### src/rtl/serial_tx8.sv
`timescale 1ns/1ps
// serial_tx8: parallel-in, serial-out byte transmitter (MSB first).
// Each bit is held for CLK_DIV clocks. bit_tick marks the last clock of each
// bit period so a far-end shift register can use it as its shift enable.
module serial_tx8 #(
    parameter int unsigned CLK_DIV = 4
) (
    input  logic       clk,
    input  logic       rst,
    input  logic [7:0] din,
    input  logic       din_valid,
    output logic       din_ready,
    output logic       sdo,
    output logic       bit_tick,
    output logic       busy,
    output logic       done
);

    // Divider must hold CLK_DIV-1 without wrapping; keep at least one bit.
    localparam int unsigned DIV_W = (CLK_DIV > 1) ? $clog2(CLK_DIV) : 1;
    localparam logic [DIV_W-1:0] DIV_LAST = DIV_W'(CLK_DIV - 1);

    typedef enum logic [1:0] {
        IDLE  = 2'd0,
        SHIFT = 2'd1,
        DONE  = 2'd2
    } state_t;

    state_t           state_q, state_d;
    logic [7:0]       shreg_q, shreg_d;
    logic [DIV_W-1:0] div_q, div_d;
    logic [2:0]       bitcnt_q, bitcnt_d;
    logic             tick;

    // Outputs decode directly from state so reset forces them without a clock edge.
    assign tick      = (state_q == SHIFT) && (div_q == DIV_LAST);
    assign bit_tick  = tick;
    assign din_ready = (state_q == IDLE);
    assign busy      = (state_q == SHIFT);
    assign done      = (state_q == DONE);
    assign sdo       = (state_q == SHIFT) ? shreg_q[7] : 1'b0;

    // Next-state, shift register and counter updates.
    always_comb begin
        state_d  = state_q;
        shreg_d  = shreg_q;
        div_d    = div_q;
        bitcnt_d = bitcnt_q;
        case (state_q)
            IDLE: begin
                if (din_valid) begin
                    shreg_d  = din;
                    div_d    = '0;
                    bitcnt_d = '0;
                    state_d  = SHIFT;
                end
            end
            SHIFT: begin
                if (tick) begin
                    div_d    = '0;
                    shreg_d  = {shreg_q[6:0], 1'b0};
                    bitcnt_d = bitcnt_q + 3'd1;
                    if (bitcnt_q == 3'd7) begin
                        state_d = DONE;
                    end
                end else begin
                    div_d = div_q + {{(DIV_W-1){1'b0}}, 1'b1};
                end
            end
            DONE: begin
                state_d = IDLE;
            end
            default: begin
                state_d = IDLE;
            end
        endcase
    end

    // State and datapath registers; asynchronous active-low reset.
    always_ff @(posedge clk or negedge rst) begin
        if (!rst) begin
            state_q  <= IDLE;
            shreg_q  <= '0;
            div_q    <= '0;
            bitcnt_q <= '0;
        end else begin
            state_q  <= state_d;
            shreg_q  <= shreg_d;
            div_q    <= div_d;
            bitcnt_q <= bitcnt_d;
        end
    end

endmodule

### config.mk
export PLATFORM = sky130hd
export DESIGN_NAME = serial_tx8
export DESIGN_NICKNAME = d
export VERILOG_FILES = /design/src/rtl/serial_tx8.sv
export SDC_FILE = /design/constraint.sdc
export NUM_CORES = 1
export LEC_CHECK = 0
export ABC_AREA = 1
export BUFFER_PORTS_ARGS = -buffer_cell sky130_fd_sc_hd__buf_2
export CORE_UTILIZATION = 30
export CTS_CLUSTER_SIZE = 8
export DETAILED_ROUTE_END_ITERATION = 10
export PLACE_DENSITY = 0.52
export SETUP_SLACK_MARGIN = 0.2
export SYNTH_ARGS = -nofsm -noshare
export SYNTH_HDL_FRONTEND = slang
export SYNTH_SLANG_ARGS = --single-unit
### constraint.sdc
create_clock -name clk -period 1.5 [get_ports clk]
set_input_delay 0.075 -clock clk [delete_from_list [all_inputs] [get_ports clk]]
set_output_delay 0.075 -clock clk [all_outputs]
set_load 0.1 [all_outputs]
==> Yosys cells after proc, flatten, opt, wreduce, memory -nomap -nowiden <==
Index checks and enable logic that the tools add are counted.
{ "word_totals": {"wordCells": 33, "in_bits": 11, "out_inout_bits": 5, "reg_bits": 15} }
{ "op_classes": {"n_eq_ne": 7, "reduce_logical": 6, "n_addsub": 2, "n_mux": 14} }
{ "op_table": {"columns": ["cell", "n"], "rows": [
  ["$mux 8", 2],
  ["$pmux 8 s2", 1],
  ["$mux 2", 5],
  ["$pmux 2 s2", 2],
  ["$mux 3", 2],
  ["$pmux 3 s2", 1],
  ["$reduce_and 3->1", 2],
  ["$eq 2x2->1 const B", 2],
  ["$ne 2x2->1 const B", 2],
  ["$add 3x1->3 const B", 1],
  ["$eq 3x3->1 const B", 1],
  ["$add 2x1->2 const B", 1],
  ["$eq 2x1->1 const B", 1],
  ["$logic_not 2->1", 1],
  ["$ne 2x1->1 const B", 1],
  ["$reduce_and 2->1", 1],
  ["$reduce_bool 2->1", 1],
  ["$logic_and 1x1->1", 1],
  ["$mux 1", 1]
]} }

==> Logic depth before layout (Yosys ltp) <==
Gate-level depths: netlist (run 1).
{ "depth": {"word_depth": 4, "depth_mapped": 7, "depth_no_buf": 6} }

==> Worst setup path after synthesis (run 1) <==
No wires, ideal clock.
{ "synth_path": {"kind": "register to output", "start": "register state_q[1]", "end": "output port sdo", "required_ns": 1.425, "path_buffers": 1, "stages_incl_launch_ff": 5, "path_slack_ns": -0.527, "arrival_ns": 1.952, "path_cell_list": "dfrtp_1 -> inv_1 -> nand2_1 -> buf_4 -> nor2_1"} }
{ "synth_between": {"elab_chain_len": 2} }
{ "synth_rtl": {"columns": ["element", "line", "text"], "rows": [
  ["start, declared", "29", "state_t state_q, state_d;"],
  ["start signal, assigned", "87", "state_q <= state_d;"],
  ["$eq 2x1->1", "41", "assign sdo = (state_q == SHIFT) ? shreg_q[7] : 1'b0;"],
  ["$mux 1", "41", null],
  ["end, declared", "13", "output logic sdo,"]
]} }
No other way between the ends.

==> Final worst setup path (run 1) <==
{ "layout_path": {"start": "register div_q[1]", "end": "output port bit_tick"} }
{ "layout_between": {"elab_chain_len": 2} }
{ "layout_rtl": {"columns": ["element", "line", "text"], "rows": [
  ["start, declared", "31", "logic [DIV_W-1:0] div_q, div_d;"],
  ["start signal, assigned", "89", "div_q <= div_d;"],
  ["$eq 2x2->1", "36", "assign tick = (state_q == SHIFT) && (div_q == DIV_LAST);"],
  ["$logic_and 1x1->1", "36", null],
  ["end, declared", "14", "output logic bit_tick,"]
]} }
No other way between the ends.

==> metrics.yaml, run 1 <==
run_status:
  status: "finished clean"
pwr:
  leakage_nw: 0.604
  power_mw: 2.66
  powerDensity_nw_per_um2: 2290
  internal-power_mw: 1.35
  p_switching_mw: 1.30
  p_sw_share_pct: 49.1
  seq_power_share_pct: 26.6
  pwr-share-clk_pct: 8.7
  power_frac_comb_pct: 64.7
  irDropWorstVdd_mv: 1.39
critical_path:
  cp-end-kind: "output port"
  worstPathRequired_ps: 1420
  ff2ff_path_depth: 6
  reg2reg_slack_ps: 270
  crit_chain: "ha_4, nand3_4, clkinvlp_4, buf_12"
  path_buf_inv: 2
  rr_startpoint: "div_q[1]"
  critPathMaxFanout: 2
  cp-start-kind: "flip-flop"
  cp_slowest_stage_delay_ps: 420
  path_delay_family: "flip-flops"
  cp_slowest_cell: "dfrtp_1"
  cp.arrival_ps: 1250
  regToRegEndpoint: "bitcnt_q[2]"
  crit_type: "flip-flop to output port"
cts:
  ctsHtreeMaxLevel: 1
  clockBufferDepth: 2
  cts-root-buf: "clkbuf_4"
  numCtsBuffers: 3
  cts_tree: "built"
  numClockSinks: 15
  worst_skew_pair.late_latency_ps: 280
  clkTransAtPathRegs_ps: 90
grt:
  grt_pass1_wl_mm: 3.25
  grt_pass1_vias: 712
  gr-total-overflow: 0
  grt_max_degree: 16
  antenna_found_initial: 0
  grt_use_total_pct: 16.3
cells_and_area:
  multi_input_area_sq_um: 425
  drive_gt1_share_pct: 32.1
  regArea_sq_um: 377
  layout.nets: 146
  n_antenna_cell: 0
  area_growth_pct: 46.3
  fillers: 255
routing:
  vias: 777
  drtIter0Drc: 18
  vias_per_cell: 4.83
  ant_nets: 0
  drc_errors: 0
  drt-total-wl_mm: 1.90
  firstDrtPassIters: 4
  wl_per_cell_um: 11.8
die:
  pin_count: 16
  die_x_um: 53.4
  coreArea_sq_um: 2480
  rows: 18
  initial_core_util_pct: 32.0
  dieArea_sq_um: 2850
  die_h_um: 53.4
timing:
  worst_slack_ps: 179
  rsz0062_at_grt: "yes"
  setup_tns_ps: 0
  finalMaxSlewViolations: 0
  period_share_pct: 88.0
  fin_skew_ps: 3.92
  final-hold-violation-count: 0
  fin_crit_ps: 1320
  finalSetupViolations: 0
  fmax_mhz: 757
  worst_slew_pin_slew_ps: 349
  whs_ps: 20.7
  slew_headroom_pct: 76.8
synth:
  synth.most_common_cell: "nand2_1"
  ys_seq_area_share_pct: 47.4
  ys_ff_latch: 15
  syn_area_per_cell_sq_um: 7.62
  synth_top_area_share_pct: 47.4
  synthFlopType: "dfrtp_1"
  synth_async_sr_flop_share_pct: 100
  netlist_area_sq_um: 792
  synth_edf_count: 0
  synth_cells: 104
  synth_warnings: 0
  yosysTopAreaCell: "dfrtp_1"
  synth_commonest_cells: "nand2_1 (42), nand3_1 (20), dfrtp_1 (15)"
  synth.distinct_cells: 15
  synth_area_leaders: "dfrtp_1 (47%), nand2_1 (20%), nand3_1 (13%)"
  syn_nets: 118
min_path:
  whs_endpoint: "shreg_q[0]"
  whs_path_depth: 3
  hold_class: "input port to flip-flop"
  hold_start: "din[0]"
flow_run:
  max-cap-violations: 0
place:
  port_buffers: 15
  gp_congestion: 0.735
  place_ws_ps: 168
  place_hpwl_mm: 1.26
## worst max-delay path by stage
stage | from | to | slack, ps | cells after the start
finish | div_q[1] | bit_tick | 180 | 4
global route | div_q[1] | bit_tick | 100 | 4
CTS | div_q[1] | bit_tick | 150 | 4
detailed placement | state_q[1] | sdo | 170 | 4
global placement | div_q[0] | shreg_q[2] | 140 | 5
floorplan | state_q[0] | shreg_q[7] | 0.3 | 5
## stage by stage
step	instances	instance area, sq um	utilization (%)
CTS	160	1140	46.2
global placement	148	997	40.3
global route	161	1160	46.8
finish	161	1160	46.8
detailed placement	148	997	40.3
floorplan	104	816	-
## cell families after synthesis
family | after synthesis | synth area share [%]
adders and majority gates | 3 | 4.74
AOI/OAI and AO/OA | 2 | 1.26
DFF | 15 | 47.4
and+or+nand+nor | 72 | 38.7
buffers and inverters | 12 | 7.90
## worst reg2reg max path: cells and delay by family (launching register included)
family	cells	cell delay (ps)
adder cells (fa/ha/maj)	1	160
buffers and inverters	2	330
flip-flops	1	410
AND/OR/NAND/NOR	3	230
## layout make-up
type                    count  share of cell area [%]
inverters                   7                    3.02
flip-flops and latches     15                    32.5
repair buffers             28                    22.2
well taps                  30                    3.24
multi-input cells          77                    36.7
clock buffers               4                    2.27
## sequential cells by signal (all words and copies together) (netlist names)
| name | count |
|---|---|
| shreg_q | 8 |
| state_q | 2 |
| bitcnt_q | 3 |
| div_q | 2 |
## per-layer routing
layer | GRT usage [%] | up-vias | part of all wire, %
met3 | 2.59 | 2 | 3.6
met4 | 6.58 | 0 | 0.68
li1 | - | 390 | -
met2 | 26.5 | 21 | 50
met1 | 21.3 | 364 | 46
met5 | 0 | - | 0
## what timing repair did
action	4_1_cts	5_1_grt
setup buffers	7	1
endpoints found under the setup margin	15	15
gates cloned	0	0
hold buffers	1	0
pin swaps	3	1
gates resized for setup	13	2
hold endpoints to repair	15	0
## cell usage in the layout, fill, tap and decap left out
master,instances
nand3_4,1
clkbuf_4,3
ha_4,1
nand2_4,2
nand2_8,1
nand3_1,19
buf_4,10
nor2_1,3
dlygate4sd3_1,1
nor2_4,3
nand2_1,41
nor3_1,1
nand4_1,1
clkinvlp_4,1
dfrtp_2,1
dfrtp_1,14
ha_1,2
buf_2,10
inv_1,4
buf_12,5
o21ai_0,2
buf_6,2
clkbuf_1,1
inv_4,2
## power groups by stage
stage	sequential [mW]	combinational, mW	clock (mW)
3_3_place_gp	0.669	1.48	0
5_1_grt	0.728	1.89	0.267
4_1_cts	0.705	1.71	0.247
6_report	0.707	1.72	0.232
2_1_floorplan	0.645	1.09	0
3_5_place_dp	0.676	1.50	0
Note: power is estimated with default switching activity, not from simulation.
==> run 2: changes to the inputs <==
Settings changed: CTS_BUF_LIST set to sky130_fd_sc_hd__clkbuf_4 sky130_fd_sc_hd__clkbuf_8 sky130_fd_sc_hd__clkbuf_16, PLACE_DENSITY 0.52 to 0.54.
Clock period 1.5 ns to 1.1 ns, I/O delays scaled along.
==> run 2 against run 1 <==
Compared with the run above: the run now ends with negative setup slack left; cell area up 19%; die area did not move; via count is 6.6% higher; combinational power rose by 75%; cell count grew 9.3%; global-route usage is 1.7 points lower; worst setup slack lost 440 ps; first-iteration DRC count is 61% lower; sequential share of layout area shrank 5.3 points; critical path depth is 1 higher; largest cell class unchanged; highest routed layer unchanged.
==> metrics.yaml, run 2 (synthesized netlist as in run 1, its figures left out) <==
cells_and_area:
  largest_registers: "shreg_q (8), bitcnt_q (3)"
  final_common_cell: "nand2_1"
  top_register: "shreg_q"
  drive_gt1_share_pct: 50.0  # +18 points
  largest_register_ff_count: 8  # unchanged
  area_growth_pct: 74.7
  final_cell_mix: "nand2_1 (40), dfrtp_1 (14), buf_6 (14)"
  layout.nets: 161  # +10%
  n_antenna_cell: 0  # unchanged
timing:
  slew_headroom_pct: 76.5  # -0.27 points
  fmax_mhz: 736
  rsz0062_at_grt: "yes"
  whs_ps: 12.3  # -8.38 ps
  worst_slew_pin_slew_ps: 353  # +4.07 ps
  setup_tns_ps: -2630  # -2630 ps
  fin_skew_ps: 10.1  # +6.14 ps
  period_share_pct: 124
  fin_crit_ps: 1360
  worst_slack_ps: -259  # -438 ps
  final-hold-violation-count: 0  # unchanged
  finalMaxSlewViolations: 0  # unchanged
  finalSetupViolations: 17  # +17
pwr:
  leakage_nw: 0.698  # +16%
  irDropWorstVdd_mv: 1.70  # +22%
  powerDensity_nw_per_um2: 3100  # +35%
die:
  die_x_um: 53.4  # unchanged
  rows: 18  # unchanged
  coreArea_sq_um: 2480  # unchanged
  dieArea_sq_um: 2850  # unchanged
  pin_count: 16  # unchanged
  initial_core_util_pct: 32.0  # unchanged
  die_h_um: 53.4  # unchanged
routing:
  vias_per_cell: 4.70  # -2.5%
  drc_errors: 0  # unchanged
  wl_per_cell_um: 11.7  # -1.1%
  drt-total-wl_mm: 2.06  # +8.2%
  ant_nets: 0  # unchanged
  firstDrtPassIters: 4  # unchanged
  vias: 828  # +6.6%
  drtIter0Drc: 7  # -11
critical_path:
  cp-start-kind: "flip-flop"
  cp_slowest_stage_delay_ps: 390  # -30 ps
  cp_slowest_cell: "dfrtp_1"
  crit_chain: "ha_2, nand3_2, buf_6, clkinvlp_4, buf_12"
  ff2ff_path_depth: 7  # +1
  worstPathRequired_ps: 1040  # -380 ps
  path_buf_inv: 3  # +1
  regToRegEndpoint: "shreg_q[6]"
  critPathMaxFanout: 3  # +1
  crit_type: "flip-flop to output port"
  reg2reg_slack_ps: -150  # -420 ps
  cp.arrival_ps: 1300  # +50 ps
  path_delay_family: "flip-flops"
  rr_startpoint: "state_q[0]"
  cp-end-kind: "output port"
grt:
  grt_max_degree: 16  # unchanged
  antenna_found_initial: 0  # unchanged
  grt_pass1_vias: 660  # -7.3%
  grt_use_total_pct: 14.6  # -1.7 points
  gr-total-overflow: 0  # unchanged
  grt_pass1_wl_mm: 2.88  # -11%
cts:
  clkTransAtPathRegs_ps: 90  # about the same
  cts_tree: "built"
  numClockSinks: 15  # unchanged
  clockBufferDepth: 2  # unchanged
  worst_skew_pair.late_latency_ps: 290  # about the same
  ctsHtreeMaxLevel: 1  # unchanged
  cts-root-buf: "clkbuf_4"
  numCtsBuffers: 3  # unchanged
min_path:
  hold_class: "input port to flip-flop"
  hold_start: "din[0]"
  whs_endpoint: "shreg_q[0]"
  whs_path_depth: 3  # unchanged
place:
  port_buffers: 15  # unchanged
  place_hpwl_mm: 1.30  # +3.4%
  gp_congestion: 0.796  # +8.3%
run_status:
  violations: "negative setup slack"
  status: "complete, but fails checks"
flow_run:
  max-cap-violations: 0  # unchanged
==> run 2: changes by cell type in the layout (fill, tap and decap cells not counted), moves of 2 or more <==
cell | before | now
buf_4 | 10 | 13
buf_6 | 2 | 14
ha_1 | 2 | 0
ha_2 | 0 | 2
inv_2 | 0 | 2
inv_4 | 2 | 0
nand2_2 | 0 | 2
nand3_1 | 19 | 10
nand3_2 | 0 | 10
==> run 2: how the worst max path moves through the flow <==
stage | startpoint | endpoint | depth (start not counted)
floorplan | state_q[1] | shreg_q[1] | 5
global placement | div_q[0] | shreg_q[7] | 6
detailed placement | div_q[0] | shreg_q[7] | 6
CTS | div_q[1] | bit_tick | 5
global route | div_q[0] | bit_tick | 5
finish | div_q[1] | bit_tick | 5
==> run 2: through the flow <==
| stage | area (sq um) | power (mW) | cells | utilization (%) | worst slack (ps) |
|---|---|---|---|---|---|
| global placement | 1110 | 3.25 | 162 | 45.0 | -102 |
| detailed placement | 1110 | 3.27 | 162 | 45.0 | -123 |
| global route | 1380 | 4.54 | 176 | 55.9 | -330 |
| floorplan | 838 | 2.44 | 104 | - | -372 |
| finish | 1380 | 4.28 | 176 | 55.9 | -259 |
| CTS | 1230 | 3.88 | 170 | 49.7 | -271 |
==> run 2: cell type report <==
class,count,area [sq um]
Fill cell,230,1090
Inverter,7,42.5
Sequential cell,15,377
Timing Repair Buffer,43,415
Clock buffer,4,30.0
Multi-Input combinational cell,77,482
Tap cell,30,37.5
==> run 2: layer usage <==
metal	share of wire, %	up-vias	track usage [%]
met3	3.3	2	6.03
met2	53	11	24.0
li1	-	417	-
met5	0	-	0
met1	43	398	17.4
met4	0.49	0	3.95
==> run 2: tightest hold or removal path, cell delays in order <==
cell and delay (ps):
buf_2 80, nand3_1 70, nand2_1 70
==> run 2: power breakdown <==
group	internal [mW]	switching [mW]	leakage [nW]	total [mW]
Clock	0.165	0.176	0.0184	0.341
Sequential	0.769	0.166	0.192	0.935
Combinational	1.37	1.64	0.488	3.01
Total	2.30	1.98	0.698	4.28
==> run 2: what timing repair did <==
action / CTS / global route
setup endpoints to repair: 20 / 20
buffers inserted: 3 / 6
pin swaps: 3 / 15
gates resized for setup: 17 / 23
hold endpoints to repair: 15 / 0
hold buffers: 1 / 0
gates cloned: 0 / 0
==> run 3: changes to the inputs <==
Settings changed: ABC_AREA 1 to unset.
==> run 3 against run 2 <==
Compared with the run above: the flow still finishes with violations (negative setup slack); clock skew shrank 5.0 ps; clock power down 6.2%; cell area is 9.5% lower; combinational power down 28%; non-clock buffer count down 8; critical endpoint is now shreg_q[2]; largest cell class unchanged; highest routed layer is now met3.
==> metrics.yaml, run 3 <==
run_status:
  status: "complete, but fails checks"
  violations: "negative setup slack"
die:
  die_x_um: 53.3  # about the same
  dieArea_sq_um: 2850  # -0.15%
  initial_core_util_pct: 31.9  # -0.051 points
  pin_count: 16  # unchanged
  rows: 18  # unchanged
  die_h_um: 53.3  # about the same
  coreArea_sq_um: 2480  # unchanged
timing:
  fmax_mhz: 700  # -4.8%
  worst_slack_ps: -328  # -69.1 ps
  finalMaxSlewViolations: 0  # unchanged
  fin_crit_ps: 1430  # +69.1 ps
  period_share_pct: 130  # +6.3 points
  rsz0062_at_grt: "yes"
  setup_tns_ps: -4140  # -1510 ps
  whs_ps: 126  # +114 ps
  fin_skew_ps: 5.03  # -5.03 ps
  worst_slew_pin_slew_ps: 355  # +2.25 ps
  finalSetupViolations: 18  # +1
  slew_headroom_pct: 76.3  # -0.15 points
  final-hold-violation-count: 0  # unchanged
cells_and_area:
  final_area_sq_um: 1250  # -9.5%
  top_register: "shreg_q"
  layout.nets: 114  # -29%
  largest_register_ff_count: 8  # unchanged
  drive_gt1_share_pct: 69.7  # +20 points
  final_cell_mix: "dfrtp_1 (15), buf_4 (12), buf_2 (10)"
  utilization_pct: 50.6  # -5.3 points
  n_antenna_cell: 0  # unchanged
  largest_registers: "shreg_q (8), bitcnt_q (3)"
  fin_cells: 129  # -27%
  final_common_cell: "dfrtp_1"
  area_growth_pct: 58.4
grt:
  gr-total-overflow: 0  # unchanged
  grt_use_total_pct: 13.0  # -1.7 points
  grt_pass1_vias: 584  # -12%
  antenna_found_initial: 0  # unchanged
  grt_max_degree: 16  # unchanged
  grt_pass1_wl_mm: 2.62  # -9.1%
routing:
  drt-total-wl_mm: 1.62  # -21%
  ant_nets: 0  # unchanged
  wl_per_cell_um: 12.6  # +7.8%
  drc_errors: 0  # unchanged
  firstDrtPassIters: 4  # unchanged
  vias_per_cell: 4.65  # -1.1%
  drtIter0Drc: 7  # unchanged
  vias: 600  # -28%
pwr:
  irDropWorstVdd_mv: 1.28  # -24%
  leakage_nw: 0.621  # -11%
  power_mw: 3.38  # -21%
  powerDensity_nw_per_um2: 2700  # -13%
place:
  dp.cells: 116  # -28%
  place_hpwl_mm: 1.12  # -14%
  place_ws_ps: -349  # -226 ps
  port_buffers: 15  # unchanged
  post_dp_cell_area_sq_um: 1040  # -7.0%
  gp_congestion: 0.761  # -4.4%
synth:
  synth_cells: 64  # -38%
  synth.most_common_cell: "dfrtp_1"
  synth_async_sr_flop_share_pct: 100  # unchanged
  ys_seq_area_share_pct: 47.5  # +0.075 points
  ys_ff_latch: 15  # unchanged
  yosysTopAreaCell: "dfrtp_1"
  synth_edf_count: 0  # unchanged
  syn_nets: 78  # -34%
  syn_area_per_cell_sq_um: 12.4  # +62%
  synth_warnings: 0  # unchanged
  synth.distinct_cells: 23  # +8
  synth_area_leaders: "dfrtp_1 (47%), mux2_2 (17%), ha_1 (4.7%)"
  synth_commonest_cells: "dfrtp_1 (15), mux2_2 (12), o21ai_0 (6)"
  synthFlopType: "dfrtp_1"
  netlist_area_sq_um: 791  # -0.16%
  synth_top_area_share_pct: 47.5  # +0.075 points
cts:
  clockBufferDepth: 2  # unchanged
  ctsHtreeMaxLevel: 1  # unchanged
  numClockSinks: 15  # unchanged
  cts-root-buf: "clkbuf_4"
  numCtsBuffers: 3  # unchanged
  worst_skew_pair.late_latency_ps: 280  # about the same
  clkTransAtPathRegs_ps: 100  # about the same
  cts_tree: "built"
critical_path:
  ff2ff_path_depth: 5  # -2
  cp-start-kind: "flip-flop"
  critPathMaxFanout: 4  # +1
  cp-end-kind: "flip-flop"
  worstPathRequired_ps: 1270  # +230 ps
  cp.arrival_ps: 1600  # +300 ps
  crit_type: "flip-flop to flip-flop"
flow_run:
  max-cap-violations: 0  # unchanged
min_path:
  hold_class: "input port to flip-flop"
  whs_path_depth: 3  # unchanged
[run 3: cell types whose count changed after synthesis, moves of 3 or more]
cell     before  now
nor2_1        5    2
inv_1         6    2
o21ai_0       2    6
nand3_1      20    0
mux2_2        0   12
nand2_1      42    4
[run 3: repair_timing]
action | in CTS | in global routing
setup buffers | 3 | 5
pin swaps | 5 | 4
endpoints found under the hold margin | 15 | 0
endpoints found under the setup margin | 20 | 20
hold buffers | 1 | 0
resized for setup | 22 | 11
[run 3: final cells by class]
type,instances,area [sq um]
Fill cell,222,1220
Clock inverter,1,5.00
Timing Repair Buffer,35,342
Clock buffer,3,22.5
Tap cell,30,37.5
Sequential cell,15,375
Inverter,2,11.3
Multi-Input combinational cell,43,459
[run 3: kinds of logic (layout without fill, tap and decap cells)]
group,Yosys count,count (layout),share of synthesized area (%)
buffers and inverters,6,41,6.17
AND/OR/NAND/NOR,12,12,8.70
multiplexers,15,15,22.2
adder cells (fa/ha/maj),3,3,4.75
AO/OA/AOI/OAI,13,13,10.8
flip-flops,15,15,47.5
[run 3: worst max-delay path, cell delays in order (launching register included)]
cell and delay [ps]:
dfrtp_1 410, buf_4 150, mux2i_2 150, nor2_2 120, buf_4 150, mux2_2 330
[run 3: final timing paths]
check | to | slack, ps | startpoint
setup / recovery | shreg_q[2] | -330 | state_q[0]
hold / removal | shreg_q[5] | 130 | din[5]
setup reg to reg | shreg_q[2] | -330 | state_q[0]
hold reg to reg | shreg_q[7] | 520 | shreg_q[7]
max in group asynchronous | shreg_q[2] | 640 | rst
min in group asynchronous | bitcnt_q[0] | 200 | rst
[run 3: metal layers]
layer	vias up	GRT usage [%]	part of all wire [%]
li1	300	-	-
met1	288	19.5	54
met2	12	18.1	44
met3	0	1.72	2.2
met4	0	5.26	0
met5	-	0	0
[run 3: report_power, final]
| group | total (mW) | switching (mW) | leakage, nW | internal (mW) |
|---|---|---|---|---|
| Combinational | 2.17 | 0.996 | 0.411 | 1.18 |
| Sequential | 0.883 | 0.131 | 0.192 | 0.753 |
| Clock | 0.320 | 0.185 | 0.0177 | 0.135 |
| Total | 3.38 | 1.31 | 0.621 | 2.06 |
